## src/rtl/dm_arb_pkg.sv

```systemverilog
// Shared constants for the data-memory port arbiter: port IDs and default geometry.
package dm_arb_pkg;
  localparam logic PORT_CPU = 1'b0;
  localparam logic PORT_LD  = 1'b1;

  localparam int DEF_AW      = 10;
  localparam int DEF_DW      = 32;
  localparam int DEF_MAXLOCK = 8;
endpackage

```

## src/rtl/dm_arb_pick.sv

```systemverilog
// Combinational arbitration decision: one-hot grant from the two requests,
// the previous winner and the lock qualifier.
module dm_arb_pick
  import dm_arb_pkg::*;
(
  input  logic       req0,
  input  logic       req1,
  input  logic       last_gnt,
  input  logic       lock_active,
  output logic [1:0] gnt
);

  always_comb begin
    gnt = 2'b00;
    if (req0 && req1) begin
      // Contention: a live lock keeps port 1, otherwise alternate away from the last winner.
      if (lock_active || (last_gnt == PORT_CPU)) gnt[PORT_LD] = 1'b1;
      else                                       gnt[PORT_CPU] = 1'b1;
    end else if (req0) begin
      gnt[PORT_CPU] = 1'b1;
    end else if (req1) begin
      gnt[PORT_LD] = 1'b1;
    end
  end

endmodule

```

## src/rtl/dm_port_arbiter.sv

```systemverilog
// Shares the single-port data memory between the CPU load/store port and a
// loader/debug port; one access per cycle, registered read data for the winner.
module dm_port_arbiter
  import dm_arb_pkg::*;
#(
  parameter int AW      = DEF_AW,
  parameter int DW      = DEF_DW,
  parameter int MAXLOCK = DEF_MAXLOCK
) (
  input  logic          clk,
  input  logic          rst,
  input  logic          m0_req,
  input  logic          m0_we,
  input  logic [31:0]   m0_addr,
  input  logic [DW-1:0] m0_wdata,
  output logic          m0_gnt,
  output logic          m0_rvalid,
  output logic [DW-1:0] m0_rdata,
  input  logic          m1_req,
  input  logic          m1_we,
  input  logic [31:0]   m1_addr,
  input  logic [DW-1:0] m1_wdata,
  output logic          m1_gnt,
  output logic          m1_rvalid,
  output logic [DW-1:0] m1_rdata,
  input  logic          m1_lock,
  output logic [AW-1:0] mem_addr,
  output logic          mem_we,
  output logic [DW-1:0] mem_wdata,
  input  logic [DW-1:0] mem_rdata,
  output logic          cpu_stall
);

  localparam int CW = $clog2(MAXLOCK + 1);

  logic          last_gnt_reg;
  logic [CW-1:0] lock_cnt_reg, lock_cnt_next;
  logic          rsel_reg, rvalid_reg;
  logic [DW-1:0] rdata_reg;

  logic [1:0] pick_gnt, gnt;
  logic       lock_active, any_gnt, sel, sel_we, rd_gnt;

  // Byte-offset and above-4KB address bits are deliberately dropped (address wraps).
  logic unused_addr_bits;
  assign unused_addr_bits = ^{m0_addr[31:AW+2], m0_addr[1:0], m1_addr[31:AW+2], m1_addr[1:0]};

  assign lock_active = (last_gnt_reg == PORT_LD) && m1_lock && (lock_cnt_reg < CW'(MAXLOCK));

  dm_arb_pick u_pick (
    .req0        (m0_req),
    .req1        (m1_req),
    .last_gnt    (last_gnt_reg),
    .lock_active (lock_active),
    .gnt         (pick_gnt)
  );

  // Reset forces all grant-derived strobes low, independent of the clock.
  assign gnt     = pick_gnt & {2{rst}};
  assign any_gnt = |gnt;
  assign sel     = gnt[PORT_LD];
  assign sel_we  = sel ? m1_we : m0_we;
  assign rd_gnt  = any_gnt & ~sel_we;

  assign m0_gnt    = gnt[PORT_CPU];
  assign m1_gnt    = gnt[PORT_LD];
  assign mem_addr  = sel ? m1_addr[AW+1:2] : m0_addr[AW+1:2];
  assign mem_wdata = sel ? m1_wdata : m0_wdata;
  assign mem_we    = any_gnt & sel_we;
  assign cpu_stall = rst & m0_req & ~gnt[PORT_CPU];

  always_comb begin
    lock_cnt_next = lock_cnt_reg;
    if (!gnt[PORT_LD])
      lock_cnt_next = '0;
    else if (m0_req && (lock_cnt_reg < CW'(MAXLOCK)))
      lock_cnt_next = lock_cnt_reg + 1'b1;
  end

  always_ff @(posedge clk or negedge rst) begin
    if (!rst) begin
      last_gnt_reg <= PORT_LD;
      lock_cnt_reg <= '0;
      rsel_reg     <= PORT_CPU;
      rvalid_reg   <= 1'b0;
      rdata_reg    <= '0;
    end else begin
      if (any_gnt) last_gnt_reg <= sel;
      lock_cnt_reg <= lock_cnt_next;
      rvalid_reg   <= rd_gnt;
      if (rd_gnt) begin
        rsel_reg  <= sel;
        rdata_reg <= mem_rdata;
      end
    end
  end

  assign m0_rvalid = rvalid_reg & (rsel_reg == PORT_CPU);
  assign m1_rvalid = rvalid_reg & (rsel_reg == PORT_LD);
  assign m0_rdata  = rdata_reg;
  assign m1_rdata  = rdata_reg;

endmodule

```

## config.mk

```make
export PLATFORM = sky130hd
export DESIGN_NAME = dm_port_arbiter
export DESIGN_NICKNAME = d
export VERILOG_FILES = /design/src/rtl/dm_arb_pkg.sv /design/src/rtl/dm_arb_pick.sv /design/src/rtl/dm_port_arbiter.sv
export SDC_FILE = /design/constraint.sdc
export NUM_CORES = 1
export LEC_CHECK = 0
export CORE_AREA = 5 5 104 106
export CTS_BUF_LIST = sky130_fd_sc_hd__clkbuf_8
export CTS_CLUSTER_SIZE = 30
export DETAILED_ROUTE_END_ITERATION = 16
export DIE_AREA = 0 0 109 111
export PLACE_DENSITY_LB_ADDON = 0.08
export SLEW_MARGIN = 40
export SYNTH_ARGS = -nofsm -noshare
export SYNTH_HDL_FRONTEND = slang
export SYNTH_HIERARCHICAL = 1
export SYNTH_SLANG_ARGS = --single-unit
export TNS_END_PERCENT = 10
```

## constraint.sdc

```tcl
create_clock -name clk -period 2.23 [get_ports clk]
set_input_delay 0.223 -clock clk [delete_from_list [all_inputs] [get_ports clk]]
set_output_delay 0.223 -clock clk [all_outputs]
set_load 0.02 [all_outputs]
```

==> impl_summary.txt <==
----------------------------------------------------
[Critical path]
  Worst Path Buf+Inv ... 2
  Worst setup EP type ... output port
  Reg2reg start ... last_gnt_reg
  Cell-by-cell listing of the critical path ... nand2_1 > nor2_1 > nand2b_4 > o21a_4 > nand2_4 > buf_12 > mux2_2 > buf_2
  Sort of element at the start of the critical path ... flip-flop
  R2R cell count ... 8
  Capturing point of the worst reg2reg path ... m0_rdata[5]
  Crit. Startpoint ... last_gnt_reg
  Timing endpoint of the critical path ... mem_wdata[14]
  Required time at the worst-slack endpoint ... 2.01 ns
  Biggest fanout along the worst timing path ... 22
  Worst endpoint data arrival time ... 1.93 ns
  Critical Path Stages ... 8
  Kind of cell adding the most delay to the critical path ... flip-flops
  Critical Setup Path Class ... reg -> out
  Critical Path Max Stage Delay ... 0.57 ns
  Worst reg2reg setup slack ... 0.16 ns
  Slowest library cell on the worst path ... sky130_fd_sc_hd__dfstp_2

[Detailed routing]
  Iter 0 DRT Violations ... 47
  Via density per instance ... 4.137
  First-pass iteration count of the detailed router ... 3
  Wire length per cell after detailed routing ... 16.55 microns
  DRC ... 0
  Remaining number of nets flagged by the antenna check after routing ... 0
  Total routed wirelength ... 8.840 mm
  Total via count in the routed design ... 2209

[Floorplanning]
  Die width ... 109 microns
  Count of pins on the block boundary ... 279
  Cell row count ... 36
  Starting utilization of the core area ... 24.30%
  Die footprint ... 12100 sq um
  Vertical die dimension ... 111 microns
  Area of the core ... 9684 sq um

[Clock tree]
  Number of buffers on the longest clock path ... 2
  TritonCTS buffer count ... 5
  CTS tree ... done
  Clk root buf ... sky130_fd_sc_hd__clkbuf_8
  Source-to-sink clock delay at the later pin of the worst-skew pair ... 0.28 ns
  Number of H-tree levels ... 2
  Reg clk slew, reported paths ... 0.08 ns
  Number of clock sinks ... 39

[Global route]
  Maximum number of pins on one net before global-route repair ... 37
  Via count of the first global-routing pass ... 2486
  Remaining global-route overflow ... 0
  Antenna violations before repair ... 0
  First-pass GRT wire length ... 13.49 mm
  Aggregate global-route resource usage ... 14.37%

[Finish]
  Filler cell count ... 911
  Layout net count ... 568
  Multi-input gate area ... 1066 sq um
  FF+latch area ... 977.2 sq um
  Area of all placed cells without fillers ... 4721 sq um
  ANT cells ... 0
  Final Instance Count excl. Fillers ... 534
  Fraction of final layout cells with drive strength greater than 1 ... 36.66%
  Synth-to-layout area growth ... 100.6%
  Number of flip-flops in the largest register ... 32

[Pwr]
  PnR Total Power ... 3592 uW
  Leakage dissipation ... 0.002026 uW
  Areal power density over the cells ... 760.8 nW/um^2
  Maximum ir drop on the vdd rail ... 0.0002834 V

[STA]
  Setup-failing EPs final ... 0
  RSZ-0062 raised after global routing ... true
  Highest clock frequency the design can meet ... 465.3 MHz
  Period utilisation layout ... 96.37%
  Max-slew violation count ... 0
  Max transition margin ... 69.24%
  Worst-case clock skew ... 0.002034 ns
  Final hold viol count ... 0
  Setup TNS after final layout ... 0 ns
  Slew @ Worst Pin ... 0.4614 ns
  Post-layout minimum cycle time ... 2.149 ns

[Yosys]
  Number of enable-type register cells in the synthesized netlist ... 0
  Dominant cell by count in the synthesized netlist ... sky130_fd_sc_hd__mux2_2
  Cell types with the largest area share after synthesis ... sky130_fd_sc_hd__dfrtp_1, sky130_fd_sc_hd__mux2_2, sky130_fd_sc_hd__buf_4
  Count of state elements after synthesis ... 39
  Synthesized area divided by synthesized cell count ... 12.72 sq um
  Synth Warn # ... 6
  Proportion of register bits with asynchronous set or reset after synthesis ... 100.0%
  Prevailing post-synth register cell ... sky130_fd_sc_hd__dfrtp_1
  Synth cell types ... 29
  Largest area contributor in the netlist ... sky130_fd_sc_hd__dfrtp_1
  Syn Nets ... 353
  Cell count after synthesis ... 185
  Most used standard cells in the synthesized netlist ... sky130_fd_sc_hd__mux2_2, sky130_fd_sc_hd__dfrtp_1, sky130_fd_sc_hd__buf_4
  Share of synthesized area occupied by flip-flops and latches ... 41.52%
  Synth top area share ... 40.40%
  Post-synthesis instance area ... 2354 sq um

[Outcome]
  Outcome ... complete, no violations

[Place]
  Placed insts ... 524
  Number of buffers inserted by port buffering ... 234
  DP Area ... 4686 sq um
  Half-perimeter wire length after placement ... 7.560 mm
  Weighted congestion at the end of routability-driven global placement ... 0.7658

[Flow run]
  Max-cap violations ... 0

[Worst hold path]
  Tightest Hold Check Type ... in -> async

----------------------------------------------------
cells in the final DEF, fill, tap and decap left out, types with 2 or more instances in the layout:
cell type	Yosys	routed
sky130_fd_sc_hd__nor2b_1	2	2
sky130_fd_sc_hd__mux2_4	5	5
sky130_fd_sc_hd__buf_2	5	26
sky130_fd_sc_hd__buf_12	0	3
sky130_fd_sc_hd__buf_4	32	11
sky130_fd_sc_hd__o21ai_0	2	2
sky130_fd_sc_hd__nor2_1	5	5
sky130_fd_sc_hd__dlygate4sd2_1	0	2
sky130_fd_sc_hd__clkdlybuf4s50_1	0	187
sky130_fd_sc_hd__and2_1	2	2
sky130_fd_sc_hd__buf_6	3	17
sky130_fd_sc_hd__inv_1	4	4
sky130_fd_sc_hd__clkbuf_8	0	6
sky130_fd_sc_hd__mux2_2	69	69
sky130_fd_sc_hd__dfrtp_1	38	38
how the worst min path moves through the flow:
stage / from / to / slack, ns / depth (start not counted)
6_report: rst / m0_rdata[27] / 0.09 / 2
5_1_grt: rst / m0_rdata[27] / 0.12 / 2
4_1_cts: rst / m0_rdata[27] / 0.1 / 2
3_5_place_dp: rst / lock_cnt_reg[3] / 0.07 / 1
3_3_place_gp: rst / lock_cnt_reg[1] / 0.07 / 1
2_1_floorplan: rst / lock_cnt_reg[0] / -0.07 / 0
metrics by stage:
step / hold slack, ns / utilization, % / setup slack [ns]
after floorplan: -0.07259 / - / 0.1642
final: 0.08562 / 48.75 / 0.08102
after CTS: 0.09625 / 47.74 / -0.08867
after global placement: 0.06993 / 48.39 / -0.2477
after global routing: 0.1169 / 48.75 / -0.06002
after detailed placement: 0.07079 / 48.39 / -0.2380
cell type report:
cell class                      instances  area share [%]
Timing Repair Buffer                  248           50.30
Tap cell                              133           3.525
Sequential cell                        39           20.70
Clock inverter                          2          0.7421
Multi-Input combinational cell        101           22.58
Inverter                                5          0.3976
Clock buffer                            6           1.749
timing repair:
| item | CTS | global route |
|---|---|---|
| hold endpoints to repair | 3 | 0 |
| buffers inserted | 1 | 0 |
| setup endpoints to repair | 46 | 44 |
| resized for setup | 181 | 34 |
| hold buffers | 1 | 0 |
worst reg2reg max path: stages, from the launching register on:
cell                       delay (ns)
sky130_fd_sc_hd__dfstp_2         0.57
sky130_fd_sc_hd__nand2b_4        0.06
sky130_fd_sc_hd__o21a_4          0.20
sky130_fd_sc_hd__nand2_4         0.09
sky130_fd_sc_hd__buf_12          0.18
sky130_fd_sc_hd__inv_2           0.09
sky130_fd_sc_hd__a21oi_4         0.18
sky130_fd_sc_hd__buf_12          0.22
sky130_fd_sc_hd__mux2_2          0.38
report_power, final:
group          switching, uW  internal [uW]
Clock                    245            362
Sequential               138            889
Combinational            871           1090
Total                   1250           2340
cell families after synthesis:
| group | Yosys count | synth area share, % |
|---|---|---|
| adders and majority gates | 1 | 0.5315 |
| DFF | 39 | 41.52 |
| muxes | 75 | 36.63 |
| and+or+nand+nor | 16 | 4.678 |
| xor gates and xnor gates | 2 | 0.7444 |
| AOI/OAI and AO/OA | 7 | 2.393 |
| buffers and inverters | 45 | 13.50 |
per-layer routing:
| layer | global-route usage, % | vias to the layer above | wire, microns |
|---|---|---|---|
| li1 | - | 1037 | - |
| met4 | 4.966 | 0 | 167 |
| met1 | 15.01 | 1015 | 3112 |
| met2 | 26.17 | 145 | 4621 |
| met3 | 4.950 | 12 | 939 |
| met5 | 0 | - | 0 |
(Power assumes the default switching activity.)
